$ cat src/rtl/wb_pkg.sv
// wb_pkg: writeback source encoding, entry layout and source count shared by the arbiter
package wb_pkg;
  localparam int NUM_WB_SRC = 3;
  localparam int WB_DW = 32;
  localparam int WB_AW = 5;
  typedef enum logic [1:0] {NONE = 2'd0, ALU = 2'd1, MDU = 2'd2, LSU = 2'd3} wb_src_e;
  typedef struct packed {
    logic [WB_AW-1:0] waddr;
    logic [WB_DW-1:0] wdata;
  } wb_entry_t;
endpackage

$ cat src/rtl/wb_src_buf.sv
// wb_src_buf: one-entry result buffer with wait-age counter and valid/ready handshake
module wb_src_buf
  import wb_pkg::*;
#(
  parameter int DW = WB_DW,
  parameter int AW = WB_AW,
  parameter int AGE_MAX = 4
) (
  input  logic         clk,
  input  logic         rst,
  input  logic         valid,
  input  logic [DW-1:0] wdata,
  input  logic [AW-1:0] waddr,
  input  logic         grant,
  output logic         ready,
  output logic         buf_valid,
  output logic         aged,
  output logic [AW+DW-1:0] entry
);
  localparam int CW = $clog2(AGE_MAX + 1);
  localparam logic [CW-1:0] AGE_TOP = CW'(AGE_MAX);
  logic [CW-1:0] age;
  logic load;
  assign ready = ~buf_valid | grant;
  assign load = valid & ready & (|waddr);
  assign aged = buf_valid & (age == AGE_TOP);
  always_ff @(posedge clk or posedge rst)
    if (rst) begin
      buf_valid <= 1'b0;
      age <= '0;
      entry <= '0;
    end else begin
      buf_valid <= load | (buf_valid & ~grant);
      age <= (~buf_valid | grant) ? '0 : (age == AGE_TOP) ? age : age + 1'b1;
      if (load) entry <= {waddr, wdata};
    end
endmodule

$ cat src/rtl/exu_wb_arbiter.sv
// exu_wb_arbiter: buffers ALU/MDU/LSU results and grants one register-file write per cycle
module exu_wb_arbiter
  import wb_pkg::*;
#(
  parameter int DW = WB_DW,
  parameter int AW = WB_AW,
  parameter int AGE_MAX = 4
) (
  input  logic          clk,
  input  logic          rst,
  input  logic          alu_valid_i,
  input  logic [DW-1:0] alu_wdata_i,
  input  logic [AW-1:0] alu_waddr_i,
  output logic          alu_ready_o,
  input  logic          mdu_valid_i,
  input  logic [DW-1:0] mdu_wdata_i,
  input  logic [AW-1:0] mdu_waddr_i,
  output logic          mdu_ready_o,
  input  logic          lsu_valid_i,
  input  logic [DW-1:0] lsu_wdata_i,
  input  logic [AW-1:0] lsu_waddr_i,
  output logic          lsu_ready_o,
  output logic          wb_we_o,
  output logic [AW-1:0] wb_waddr_o,
  output logic [DW-1:0] wb_wdata_o,
  output logic [1:0]    wb_src_o
);
  logic [NUM_WB_SRC-1:0] valid, ready, buf_valid, aged, grant, pick;
  logic [DW-1:0] wdata [NUM_WB_SRC];
  logic [AW-1:0] waddr [NUM_WB_SRC];
  logic [AW+DW-1:0] entry [NUM_WB_SRC];
  logic [AW+DW-1:0] sel_entry;
  wb_src_e sel_src;
  assign valid = {lsu_valid_i, mdu_valid_i, alu_valid_i};
  assign wdata = '{alu_wdata_i, mdu_wdata_i, lsu_wdata_i};
  assign waddr = '{alu_waddr_i, mdu_waddr_i, lsu_waddr_i};
  assign {lsu_ready_o, mdu_ready_o, alu_ready_o} = ready;
  for (genvar i = 0; i < NUM_WB_SRC; i++) begin : g_buf
    wb_src_buf #(.DW(DW), .AW(AW), .AGE_MAX(AGE_MAX)) u_buf (
      .clk(clk),
      .rst(rst),
      .valid(valid[i]),
      .wdata(wdata[i]),
      .waddr(waddr[i]),
      .grant(grant[i]),
      .ready(ready[i]),
      .buf_valid(buf_valid[i]),
      .aged(aged[i]),
      .entry(entry[i])
    );
  end
  always_comb begin
    pick = |aged ? aged : buf_valid;
    grant = pick[2] ? 3'b100 : pick[1] ? 3'b010 : pick[0] ? 3'b001 : 3'b000;
    sel_src = pick[2] ? LSU : pick[1] ? MDU : pick[0] ? ALU : NONE;
    sel_entry = pick[2] ? entry[2] : pick[1] ? entry[1] : entry[0];
  end
  always_ff @(posedge clk or posedge rst)
    if (rst) begin
      wb_we_o <= 1'b0;
      wb_src_o <= '0;
      wb_waddr_o <= '0;
      wb_wdata_o <= '0;
    end else begin
      wb_we_o <= |grant;
      wb_src_o <= sel_src;
      if (|grant) {wb_waddr_o, wb_wdata_o} <= sel_entry;
    end
endmodule

$ cat config.mk
export PLATFORM = sky130hd
export DESIGN_NAME = exu_wb_arbiter
export DESIGN_NICKNAME = d
export VERILOG_FILES = /design/src/rtl/wb_pkg.sv /design/src/rtl/wb_src_buf.sv /design/src/rtl/exu_wb_arbiter.sv
export SDC_FILE = /design/constraint.sdc
export NUM_CORES = 1
export LEC_CHECK = 0
export CAP_MARGIN = 20
export CORE_UTILIZATION = 54
export DETAILED_ROUTE_END_ITERATION = 8
export PLACE_DENSITY = 0.85
export SETUP_SLACK_MARGIN = 0.05
export SYNTH_ARGS = -nofsm -noshare
export SYNTH_HDL_FRONTEND = slang
export SYNTH_HIERARCHICAL = 1
export SYNTH_SLANG_ARGS = --single-unit
export TNS_END_PERCENT = 10
$ cat constraint.sdc
create_clock -name clk -period 5.09 [get_ports clk]
set_input_delay 0.509 -clock clk [delete_from_list [all_inputs] [get_ports clk]]
set_output_delay 0.509 -clock clk [all_outputs]
set_load 0.005 [all_outputs]
# Word-level counts from Yosys, hierarchy flattened
# Index checks and enable logic that the tools add are counted.
# classes
n_addsub,3
eq_ne,6
muxes,15
bitwise_logic,24
n_reduce_logical,5
# op_table
operator,n
37-bit 2-to-1 mux,2
3-bit 2-to-1 mux,8
5-bit OR reduction,3
1-bit bitwise AND,12
3-bit by 1-bit adder with 3-bit output (second input constant),3
3-bit equality test (second input constant),3
2-bit 2-to-1 mux,3
1-bit inverter,6
1-bit OR,6
3-bit OR reduction,2
2-bit by 1-bit inequality test with 1-bit output (second input constant),2
1-bit 2-to-1 mux,2
2-bit inequality test (second input constant),1
# totals
ff_bits,163
out_inout_bits,43
elab_cells,66

# Longest topological paths before layout
# Gate-level depths: netlist (run 1).
# logic_depth
word_depth,11
ltp_mapped,13

# By module
# Netlist (run 1), hierarchy kept.
# by_module_without_submodules
module,n_inst,cells_each,area_each_um2,seq_area_each_um2
wb_src_buf,3,104,1619.1,1026.0
exu_wb_arbiter,1,187,1908.1,1001.0

# Least setup slack after synthesis (run 1)
# OpenSTA, ideal clock, no wires.
# synth_timing
kind,register to register
from,reg g_buf[1].u_buf.age[0]
to,reg g_buf[0].u_buf.entry[0]
arrival_ps,2639
required_time_ps,4963
setup_slack_ps,2323
stages_incl_launch_ff,14
n_path_buf,3
path_cell_list,dfrtp_1 -> inv_1 -> ha_1 -> and3_1 -> nor2_1 -> o21a_1 -> clkbuf_1 -> inv_1 -> nor2_1 -> nand2b_1 -> clkbuf_1 -> o311ai_4 -> buf_6 -> mux2_1
# synth_between
elab_chain_len,10
# synth_rtl
item,line_no,text
"start, declared",wb_src_buf.sv:22,logic [CW-1:0] age;
"start signal, assigned",wb_src_buf.sv:34,age <= (~buf_valid | grant) ? '0 : (age == AGE_TOP) ? age : age + 1'b1;
3-bit equality test *,wb_src_buf.sv:26,assign aged = buf_valid & (age == AGE_TOP);
1-bit bitwise AND *,wb_src_buf.sv:26,
named net aged[1],exu_wb_arbiter.sv:28,"logic [NUM_WB_SRC-1:0] valid, ready, buf_valid, aged, grant, pick;"
3-bit OR reduction,exu_wb_arbiter.sv:53,pick = |aged ? aged : buf_valid;
3-bit 2-to-1 mux *,exu_wb_arbiter.sv:53,
1-bit 2-to-1 mux,exu_wb_arbiter.sv:54,grant = pick[2] ? 3'b100 : pick[1] ? 3'b010 : pick[0] ? 3'b001 : 3'b000;
2-bit 2-to-1 mux,exu_wb_arbiter.sv:54,
3-bit 2-to-1 mux *,exu_wb_arbiter.sv:54,
named net grant[0],exu_wb_arbiter.sv:28,
1-bit OR *,wb_src_buf.sv:24,assign ready = ~buf_valid | grant;
named net alu_ready_o,exu_wb_arbiter.sv:14,"output logic alu_ready_o,"
1-bit bitwise AND * (2 in series),wb_src_buf.sv:25,assign load = valid & ready & (|waddr);
"end signal, assigned",wb_src_buf.sv:35,"if (load) entry <= {waddr, wdata};"
"end, declared",wb_src_buf.sv:18,output logic [AW+DW-1:0] entry
# Mark *: on every way through the listed nets, which the timed path passes. The rest lies on a longest branch.
# A chain may end at the register's enable or synchronous reset.

# Final worst setup path (run 1)
# layout_timing
from,reg g_buf[2].u_buf.age[0]
to,out alu_ready_o
# layout_between
elab_chain_len,8
# layout_rtl
item,line_no
"start, declared",wb_src_buf.sv:22
"start signal, assigned",wb_src_buf.sv:34
3-bit equality test *,wb_src_buf.sv:26
1-bit bitwise AND *,wb_src_buf.sv:26
named net aged[2],exu_wb_arbiter.sv:28
3-bit OR reduction,exu_wb_arbiter.sv:53
3-bit 2-to-1 mux *,exu_wb_arbiter.sv:53
1-bit 2-to-1 mux,exu_wb_arbiter.sv:54
2-bit 2-to-1 mux,exu_wb_arbiter.sv:54
3-bit 2-to-1 mux *,exu_wb_arbiter.sv:54
named net grant[0],exu_wb_arbiter.sv:28
1-bit OR *,wb_src_buf.sv:24
"end, declared",exu_wb_arbiter.sv:14
# Marks and branches as above.

==> flow_summary.toml, run 1 <==
[min_path]
hold_path.class = "in2async"

[synthesis]
yosys_register_bits = 163
syn_area_um2 = 6765
synth_top_area_share_pct = 60.29
avgSynthCellArea_um2 = 13.56
synth_area_leaders = "dfrtp_1, mux2_2, a222oi_1, a21oi_1, nor2_1"
synth_cells = 499
yosysSeqAreaShare_pct = 60.29
synthFlopType = "dfrtp_1"
synth_fp_nets = 621
synth_area_leader_cell = "dfrtp_1"
async_reset_ff_share_pct = 100.0
ys_types = 31
ys_top_cells_by_count = "dfrtp_1, mux2_2, nor2_1"
synthMostInstantiatedCell = "dfrtp_1"
yosys_warnings = 6
synth-edff-count = 0

[detailed_routing]
vias = 5086
drtIter0Drc = 585
drc = 0
drt_pass1_iterations = 6
wl_um = 18490
ant_nets = 0
via_per_inst = 6.098
wl_per_cell_um = 22.18

[floorplan]
core_um2 = 12110
die_height_um = 113.9
die-area_um2 = 12980
io_pins = 159
num_rows = 40
initial_core_util_pct = 55.86
die_w_um = 113.9

[worst_setup_path]
worstPathMaxFanout = 7
cp.arrival_ns = 2.91
cp-end-kind = "primary output"
worst-setup-path-type = "reg2out"
required_ns = 4.58
critPathLaunchType = "flop"

[timing]
finalCritPeriodShare_pct = 67.17
final.min_clock_period_ns = 3.419
hold_viol_final = 0
worst_slew_pin_slew_ns = 0.9682
clock_skew_ns = 0.007422
fmax_mhz = 292.5
setup_viol = 0
rsz0062_at_grt = "false"
finalMaxSlewViolations = 0
slew_headroom_pct = 35.36
setup_tns_ns = 0

[layout]
area_growth_pct = 33.59
layoutNonFillerInstCount = 834
finalNetCount = 775
fillCellCount = 786
antenna_cells = 0
layout-drive-gt1-share_pct = 21.47
fin_util_pct = 74.62

[grt]
grt_pass1_vias = 5532
grt_pass1_wl_um = 29130
grt-ovfl-total = 0
grt_max_degree = 46
track_usage_pct = 30.35
grt_antenna_before_repair = 0

[placed_design]
dp.final_hpwl_um = 11590
dp_cells = 800
io_buffers = 158
routabilityCongestion = 0.8691

[clocking]
cts_tree = "done"
clk_latency_ns = 0.42
cts_sinks = 163
clockBufferDepth = 2
numCtsBuffers = 17
clockRootBuffer = "clkbuf_16"
cts_hold_buf = 0
clk_pin_slew_ns = 0.06
post_cts_buffers = 0
cts_repair_resize_count = 0
htreeDepth = 4

[pwr]
pwr_density_cell_nw_per_um2 = 645.9
power.static_leakage_nw = 3.837
seqPwrFrac_pct = 40.3
intPower_mw = 3.953
p_sw_mw = 1.884
switching_share_pct = 32.28
clkPwrFrac_pct = 22.4
ir_worst_vdd_uv = 366.6
p_comb_share_pct = 37.3

[flow_run]
cap_violations = 0

[run_status]
status = "complete, no violations"
[cell type report]
| cell class | instances | area [µm²] | share of cell area [%] |
|---|---|---|---|
| multi-input cells | 292 | 2424 | 26.82 |
| inverters | 12 | 45.04 | 0.4984 |
| clock inverters | 9 | 127.6 | 1.412 |
| flip-flops and latches | 163 | 4079 | 45.13 |
| well taps | 168 | 210.2 | 2.326 |
| repair buffers | 167 | 1674 | 18.52 |
| clock buffers | 23 | 478.0 | 5.289 |
[logic make-up after synthesis]
family                   synth area share [%]
adder cells (fa/ha/maj)                 1.110
AND/OR/NAND/NOR                         5.456
flip-flops                              60.29
AO/OA/AOI/OAI                           12.69
buffers and inverters                   4.087
XOR/XNOR                               0.3885
multiplexers                            15.98
[power by group through the flow]
stage / logic, mW / registers [mW] / clock network, mW
after floorplan: 1.44 / 2.23 / 0
after global placement: 2.02 / 2.30 / 0
after detailed placement: 2.12 / 2.35 / 0
after CTS: 2.16 / 2.34 / 1.32
after global routing: 2.32 / 2.41 / 1.38
final: 2.17 / 2.35 / 1.31
[cells in the final DEF, fill, tap and decap left out, types with 8 or more instances in the layout]
cell type / Yosys / final
a21oi_1: 41 / 41
clkbuf_16: 0 / 17
a22o_1: 12 / 12
nand2_1: 13 / 12
clkdlybuf4s50_1: 0 / 158
mux2_2: 90 / 90
a222oi_1: 37 / 37
dfrtp_1: 163 / 163
nor2_1: 50 / 50
inv_1: 12 / 8
[path summary, 6_finish.rpt]
| path | end | slack, ns | startpoint | cells past startpoint |
|---|---|---|---|---|
| max in group asynchronous | wb_wdata_o[8] | 3.71 | rst | 2 |
| worst max-delay path | alu_ready_o | 1.67 | g_buf[2].u_buf/age[0] | 9 |
| worst min register to register | g_buf[0].u_buf/entry[0] | 0.50 | g_buf[0].u_buf/entry[0] | 1 |
| worst min-delay path | g_buf[1].u_buf/entry[20] | 0.45 | rst | 2 |
| worst max register to register | g_buf[2].u_buf/entry[29] | 2.13 | g_buf[0].u_buf/age[0] | 9 |
| min in group clk | g_buf[0].u_buf/entry[0] | 0.50 | g_buf[0].u_buf/entry[0] | 1 |
[worst max-delay path: stages (launching register included)]
cell and delay [ns]:
dfrtp_1 0.39, inv_1 0.07, ha_1 0.25, and3_1 0.26
nor2_1 0.24, o21a_1 0.19, inv_1 0.06, nor2_1 0.10
nand2b_1 0.31, clkdlybuf4s50_1 0.60
[through the flow]
step	instance area (µm²)	power, mW	hold WS, ns	setup slack [ns]
2_1_floorplan	6765	3.668	0.4631	2.323
3_3_place_gp	8392	4.317	0.4796	2.027
3_5_place_dp	8392	4.471	0.4850	1.986
4_1_cts	8997	5.824	0.5067	1.700
5_1_grt	9037	6.110	0.4695	1.506
6_report	9037	5.837	0.4518	1.671
[metal layers]
metal | track usage (%) | routed length (µm) | vias up
li1 | - | - | 2146
met1 | 37.52 | 7122 | 2586
met2 | 51.03 | 9438 | 295
met3 | 5.154 | 1216 | 59
met4 | 16.71 | 716 | 0
met5 | 0 | 0 | -
[registers in the layout, indices dropped and copies added (netlist names)]
| register | cells |
|---|---|
| g_buf.u_buf/age | 9 |
| g_buf.u_buf/buf_valid | 3 |
| g_buf.u_buf/entry | 111 |
| wb_src_o | 2 |
| wb_waddr_o | 5 |
| wb_wdata_o | 32 |
| wb_we_o | 1 |
(Power assumes the default switching activity.)
==> run 2: changes to the inputs <==
--- a/config.mk
+++ b/config.mk
@@ -6,9 +6,9 @@
 export NUM_CORES = 1
 export LEC_CHECK = 0
 export CAP_MARGIN = 20
-export CORE_UTILIZATION = 54
+export CORE_UTILIZATION = 50
 export DETAILED_ROUTE_END_ITERATION = 8
-export PLACE_DENSITY = 0.85
+export PLACE_DENSITY = 0.79
 export SETUP_SLACK_MARGIN = 0.05
 export SYNTH_ARGS = -nofsm -noshare
 export SYNTH_HDL_FRONTEND = slang
==> constraint.sdc (replaced) <==
create_clock -name clk -period 3.18 [get_ports clk]
set_input_delay 0.318 -clock clk [delete_from_list [all_inputs] [get_ports clk]]
set_output_delay 0.318 -clock clk [all_outputs]
set_load 0.005 [all_outputs]
==> run 2 against run 1 <==
Worst setup slack got worse by 1.5 ns; critical path depth fell by 3; clock-buffer cell count grew 3; register-to-register slack worse by 1.7 ns; sequential cell count stayed put; total power rose by 55%; cell area fell by 0.12%; core utilization is 6.5 points lower; largest power group unchanged; hold slack lost 0.17 ns; cell count rose by 1.1%; die area increased by 7.9%; critical path type unchanged; routed wire length down 5.3%.
==> flow_summary.toml, run 2 (same netlist as run 1, synthesis figures left out) <==
[run_status]
status = "complete, no violations"

[detailed_routing]
drt_pass1_iterations = 8
vias = 4844
top_layer = "met4"
routed-wl-met3_um = 927
drtIter0Drc = 354
drc = 0
ant_nets = 0
via_per_inst = 5.746
wl_um = 17520
wl_met1_um = 7080
wl_per_cell_um = 20.78
dr_wl_met2_um = 9027

[clocking]
cts_repair_resize_count = 1
numCtsBuffers = 17
clockBufferDepth = 2
post_cts_buffers = 0
cts_tree = "done"
clk_latency_ns = 0.42
clk_pin_slew_ns = 0.06
cts_sinks = 163
cts_hold_buf = 0
clockRootBuffer = "clkbuf_16"
htreeDepth = 4

[timing]
slew_headroom_pct = 31.92
rsz0062_at_grt = "true"
finalCritPeriodShare_pct = 94.27
final.min_clock_period_ns = 2.998
worst_slew_pin_slew_ns = 1.019
fmax_mhz = 333.6
setup_slack_ns = 0.1823
setup_viol = 0
finalMaxSlewViolations = 0
hold_viol_final = 0
clock_skew_ns = 0.004823
setup_tns_ns = 0

[worst_setup_path]
slowest_stage = "clkdlybuf4s50_1"
timing.critical_path.buf_inv = 2
cp.arrival_ns = 2.68
critPathLaunchType = "flop"
worst-setup-path-type = "reg2out"
critical-path-max-stage-delay_ns = 0.57
required_ns = 2.86
path_cells = "inv_1 -> ha_1 -> and3_1 -> o41ai_4 -> nand2b_1 -> clkdlybuf4s50_1"
cp_top_family = "buffers and inverters"
cp-end-kind = "primary output"
worstPathMaxFanout = 7

[grt]
track_usage_pct = 26.89
grt-ovfl-total = 0
grt_pass1_wl_um = 28330
grt_max_degree = 42
grt_antenna_before_repair = 0
grt_pass1_vias = 5377

[placed_design]
routabilityCongestion = 0.8668
place_ws_ns = 0.3408
io_buffers = 158
placed_area_um2 = 8442
dp.final_hpwl_um = 11450

[floorplan]
io_pins = 159
die_height_um = 118.3
core_um2 = 13240
die-area_um2 = 14000
die_w_um = 118.3
initial_core_util_pct = 51.09
num_rows = 42

[layout]
finalNetCount = 777
area_growth_pct = 33.42
largest_reg_flops = 111
largest_register = "g_buf.u_buf/entry"
multi_input_area_um2 = 2434
layout-drive-gt1-share_pct = 21.74
final_common_cell = "dfrtp_1"
top_regs = "g_buf.u_buf/entry: 111 flops, wb_wdata_o: 32 flops, g_buf.u_buf/age: 9 flops"
regArea_um2 = 4079
antenna_cells = 0
fillCellCount = 959
final_cell_mix = "dfrtp_1, clkdlybuf4s50_1, mux2_2, nor2_1, a21oi_1"
design_area_um2 = 9026

[pwr]
power.static_leakage_nw = 3.840
pwr_density_cell_nw_per_um2 = 1001
ir_worst_vdd_uv = 511.2
power_mw = 9.039

[min_path]
hold_path.class = "in2async"

[flow_run]
cap_violations = 0
[run 2: cell types whose count changed in the layout (fill, tap and decap cells not counted)]
cell,change
bufinv_16,-3
nand2b_2,+1
clkbuf_8,+2
clkbuf_1,+1
nor2_4,+1
nand2b_1,-1
buf_12,+2
clkinv_2,+2
nor2_1,-1
clkinvlp_4,-3
[run 2: through the flow]
stage / utilization (%) / std cells / hold slack, ns
floorplan: - / 499 / 0.4473
global placement: 63.75 / 810 / 0.4837
detailed placement: 63.75 / 810 / 0.4846
CTS: 67.80 / 841 / 0.4870
global route: 68.16 / 843 / 0.2993
finish: 68.16 / 843 / 0.2806
[run 2: worst reg2reg max path, delay by kind of cell (launching register included)]
family | cells | cell delay (ns)
and+or+nand+nor | 3 | 0.84
adders and majority gates | 1 | 0.20
AOI/OAI and AO/OA | 2 | 0.36
DFF | 1 | 0.41
buffers and inverters | 2 | 0.47
muxes | 1 | 0.39
[run 2: layout make-up]
cell class | count | share of cell area (%)
sequential | 163 | 45.19
multi-input combinational | 292 | 26.96
timing repair buffer | 169 | 18.99
clock buffer | 26 | 5.642
tap | 176 | 2.440
inverter | 12 | 0.4990
clock inverter | 5 | 0.2772
[run 2: path summary, 6_finish.rpt]
check	startpoint	to	depth (start not counted)	slack, ns
setup / recovery	g_buf[0].u_buf/age[0]	mdu_ready_o	6	0.18
hold / removal	rst	g_buf[1].u_buf/entry[7]	2	0.28
setup reg to reg	g_buf[2].u_buf/age[0]	g_buf[1].u_buf/entry[22]	9	0.40
hold reg to reg	g_buf[1].u_buf/entry[36]	g_buf[1].u_buf/entry[36]	1	0.50
max in group asynchronous	rst	g_buf[2].u_buf/entry[0]	2	2.01
min in group clk	g_buf[1].u_buf/entry[36]	g_buf[1].u_buf/entry[36]	1	0.50
[run 2: where the power goes]
part / leakage, nW / internal (mW) / switching, mW
Combinational: 1.63 / 1.96 / 1.54
Sequential: 1.94 / 3.11 / 0.592
Clock: 0.270 / 1.09 / 0.748
Total: 3.84 / 6.16 / 2.88
[run 2: per-layer routing]
metal / track usage (%) / up-vias
met2: 46.58 / 192
li1: - / 2159
met3: 4.923 / 34
met4: 13.14 / 0
met5: 0 / -
met1: 32.27 / 2459
==> run 3: changes to the inputs <==
--- a/config.mk
+++ b/config.mk
@@ -6,9 +6,10 @@
 export NUM_CORES = 1
 export LEC_CHECK = 0
 export CAP_MARGIN = 20
-export CORE_UTILIZATION = 50
+export CORE_UTILIZATION = 25
 export DETAILED_ROUTE_END_ITERATION = 8
-export PLACE_DENSITY = 0.79
+export GPL_TIMING_DRIVEN = 0
+export PLACE_DENSITY = 0.45
 export SETUP_SLACK_MARGIN = 0.05
 export SYNTH_ARGS = -nofsm -noshare
 export SYNTH_HDL_FRONTEND = slang
==> run 3 against run 2 <==
The run now ends with design-rule violations left; hold slack gained 0.076 ns; worst setup slack improved by 0.036 ns; cell count up 23%; sequential power barely moved; largest cell class unchanged; routed wire length up 22%; die area up 98%; non-clock buffer count rose by 30; register-to-register slack about the same; clock skew increased by 0.010 ns; core utilization down 32 points; largest power group is now combinational cells; cell area is 5.1% higher.
==> flow_summary.toml, run 3 (same netlist as run 1, synthesis figures left out) <==
[worst_setup_path]
required_ns = 2.86
critPathLaunchType = "flop"
worst-setup-path-type = "reg2out"
reg2reg_depth = 13
reg2reg_to = "g_buf[0].u_buf/entry[0]"
r2r_start = "g_buf[2].u_buf/age[1]"
r2r_slack_ns = 0.41
cp.arrival_ns = 2.64
worstPathMaxFanout = 10
cp-end-kind = "primary output"

[layout]
final_cell_mix = "dfrtp_1, clkdlybuf4s50_1, mux2_2, nor2_1, a21oi_1"
area_growth_pct = 40.28
finalNetCount = 807
top_regs = "g_buf.u_buf/entry: 111 flops, wb_wdata_o: 32 flops, g_buf.u_buf/age: 9 flops"
layout-drive-gt1-share_pct = 25.21
fillCellCount = 2548
regArea_um2 = 4079
largest_register = "g_buf.u_buf/entry"
fin_util_pct = 36.11
antenna_cells = 0
multi_input_area_um2 = 2431
largest_reg_flops = 111
final_common_cell = "dfrtp_1"
layoutNonFillerInstCount = 1033

[detailed_routing]
via_per_inst = 4.723
wl_um = 21390
ant_nets = 0
drtIter0Drc = 375
drt_pass1_iterations = 8
vias = 4879
wl_per_cell_um = 20.70
drc = 9

[grt]
grt_pass1_vias = 5367
grt_pass1_wl_um = 32590
track_usage_pct = 15.94
grt_max_degree = 28
grt-ovfl-total = 0
grt_antenna_before_repair = 0

[placed_design]
dp_cells = 996
routabilityCongestion = 0.7768
io_buffers = 158
dp.final_hpwl_um = 15070

[timing]
finalCritPeriodShare_pct = 93.15
worst_slew_pin_slew_ns = 0.8691
slew_headroom_pct = 41.92
clock_skew_ns = 0.01500
hold_viol_final = 0
finalMaxSlewViolations = 0
final.min_clock_period_ns = 2.962
setup_viol = 0
fmax_mhz = 337.6
rsz0062_at_grt = "false"

[clocking]
cts_tree = "done"
htreeDepth = 4
cts_sinks = 163
clk_latency_ns = 0.43
clk_pin_slew_ns = 0.07
clockBufferDepth = 2
numCtsBuffers = 17
clockRootBuffer = "clkbuf_16"

[floorplan]
die_w_um = 166.5
initial_core_util_pct = 25.74
die_height_um = 166.5
die-area_um2 = 27720
core_um2 = 26280
io_pins = 159
num_rows = 59

[pwr]
ir_worst_vdd_uv = 310.1
power.static_leakage_nw = 3.981
pwr_density_cell_nw_per_um2 = 998.7

[flow_run]
cap_violations = 0

[min_path]
hold_path.class = "in2async"

[run_status]
status = "complete, but fails checks"
violations = "design-rule violations"
run 3: routing by layer:
metal	vias up	part of all wire, %	track usage, %
li1	2215	-	-
met1	2490	42	19.70
met2	157	51	27.46
met3	17	5.6	3.612
met4	0	1.6	5.153
met5	-	0	0
run 3: repair_timing:
item	4_1_cts	5_1_grt
gates resized for setup	11	9
pin swaps	0	1
setup endpoints to repair	95	3
hold buffers	0	0
buffers inserted	0	7
run 3: worst max-delay path by stage:
stage | from | to | slack [ns] | cells past startpoint
floorplan | g_buf[1].u_buf/age[0] | g_buf[0].u_buf/entry[0] | 0.41 | 13
global placement | g_buf[1].u_buf/age[0] | g_buf[0].u_buf/entry[0] | -0.32 | 13
detailed placement | g_buf[1].u_buf/age[0] | g_buf[0].u_buf/entry[0] | -0.38 | 13
CTS | g_buf[1].u_buf/age[0] | alu_ready_o | 0.03 | 10
global route | g_buf[0].u_buf/age[0] | lsu_ready_o | 0.04 | 9
finish | g_buf[0].u_buf/age[0] | lsu_ready_o | 0.22 | 9
run 3: final cells by class:
| cell class | count | area share, % |
|---|---|---|
| Buffer | 30 | 2.584 |
| Tap cell | 335 | 4.417 |
| Timing Repair Buffer | 169 | 18.06 |
| Sequential cell | 163 | 42.98 |
| Clock buffer | 18 | 4.628 |
| Clock inverter | 14 | 1.239 |
| Inverter | 12 | 0.4746 |
| Multi-Input combinational cell | 292 | 25.62 |
run 3: power by group:
| part | leakage [nW] | switching (mW) | internal, mW |
|---|---|---|---|
| sequential | 1.94 | 0.598 | 3.11 |
| clock | 0.271 | 0.906 | 1.04 |
| combinational | 1.77 | 1.65 | 2.18 |
run 3: through the flow:
| stage | total power [mW] | hold WS (ns) | setup TNS [ns] | area (µm²) | setup slack, ns |
|---|---|---|---|---|---|
| after floorplan | 5.872 | 0.4473 | 0 | 6765 | 0.4133 |
| after detailed placement | 7.482 | 0.4823 | -12.18 | 8846 | -0.3799 |
| after global routing | 10.09 | 0.3838 | 0 | 9490 | 0.04377 |
| final | 9.478 | 0.3564 | 0 | 9490 | 0.2179 |
| after global placement | 7.342 | 0.4736 | -9.150 | 8766 | -0.3242 |
| after CTS | 9.507 | 0.3556 | 0 | 9424 | 0.02544 |
run 3: critical path: stages (launching register included):
cell and delay (ns):
dfrtp_1 0.40, inv_1 0.06, ha_1 0.23, and3_2 0.27
nor2_1 0.12, a21o_1 0.16, buf_6 0.16, nand2b_1 0.12
clkbuf_4 0.19, clkdlybuf4s50_1 0.51
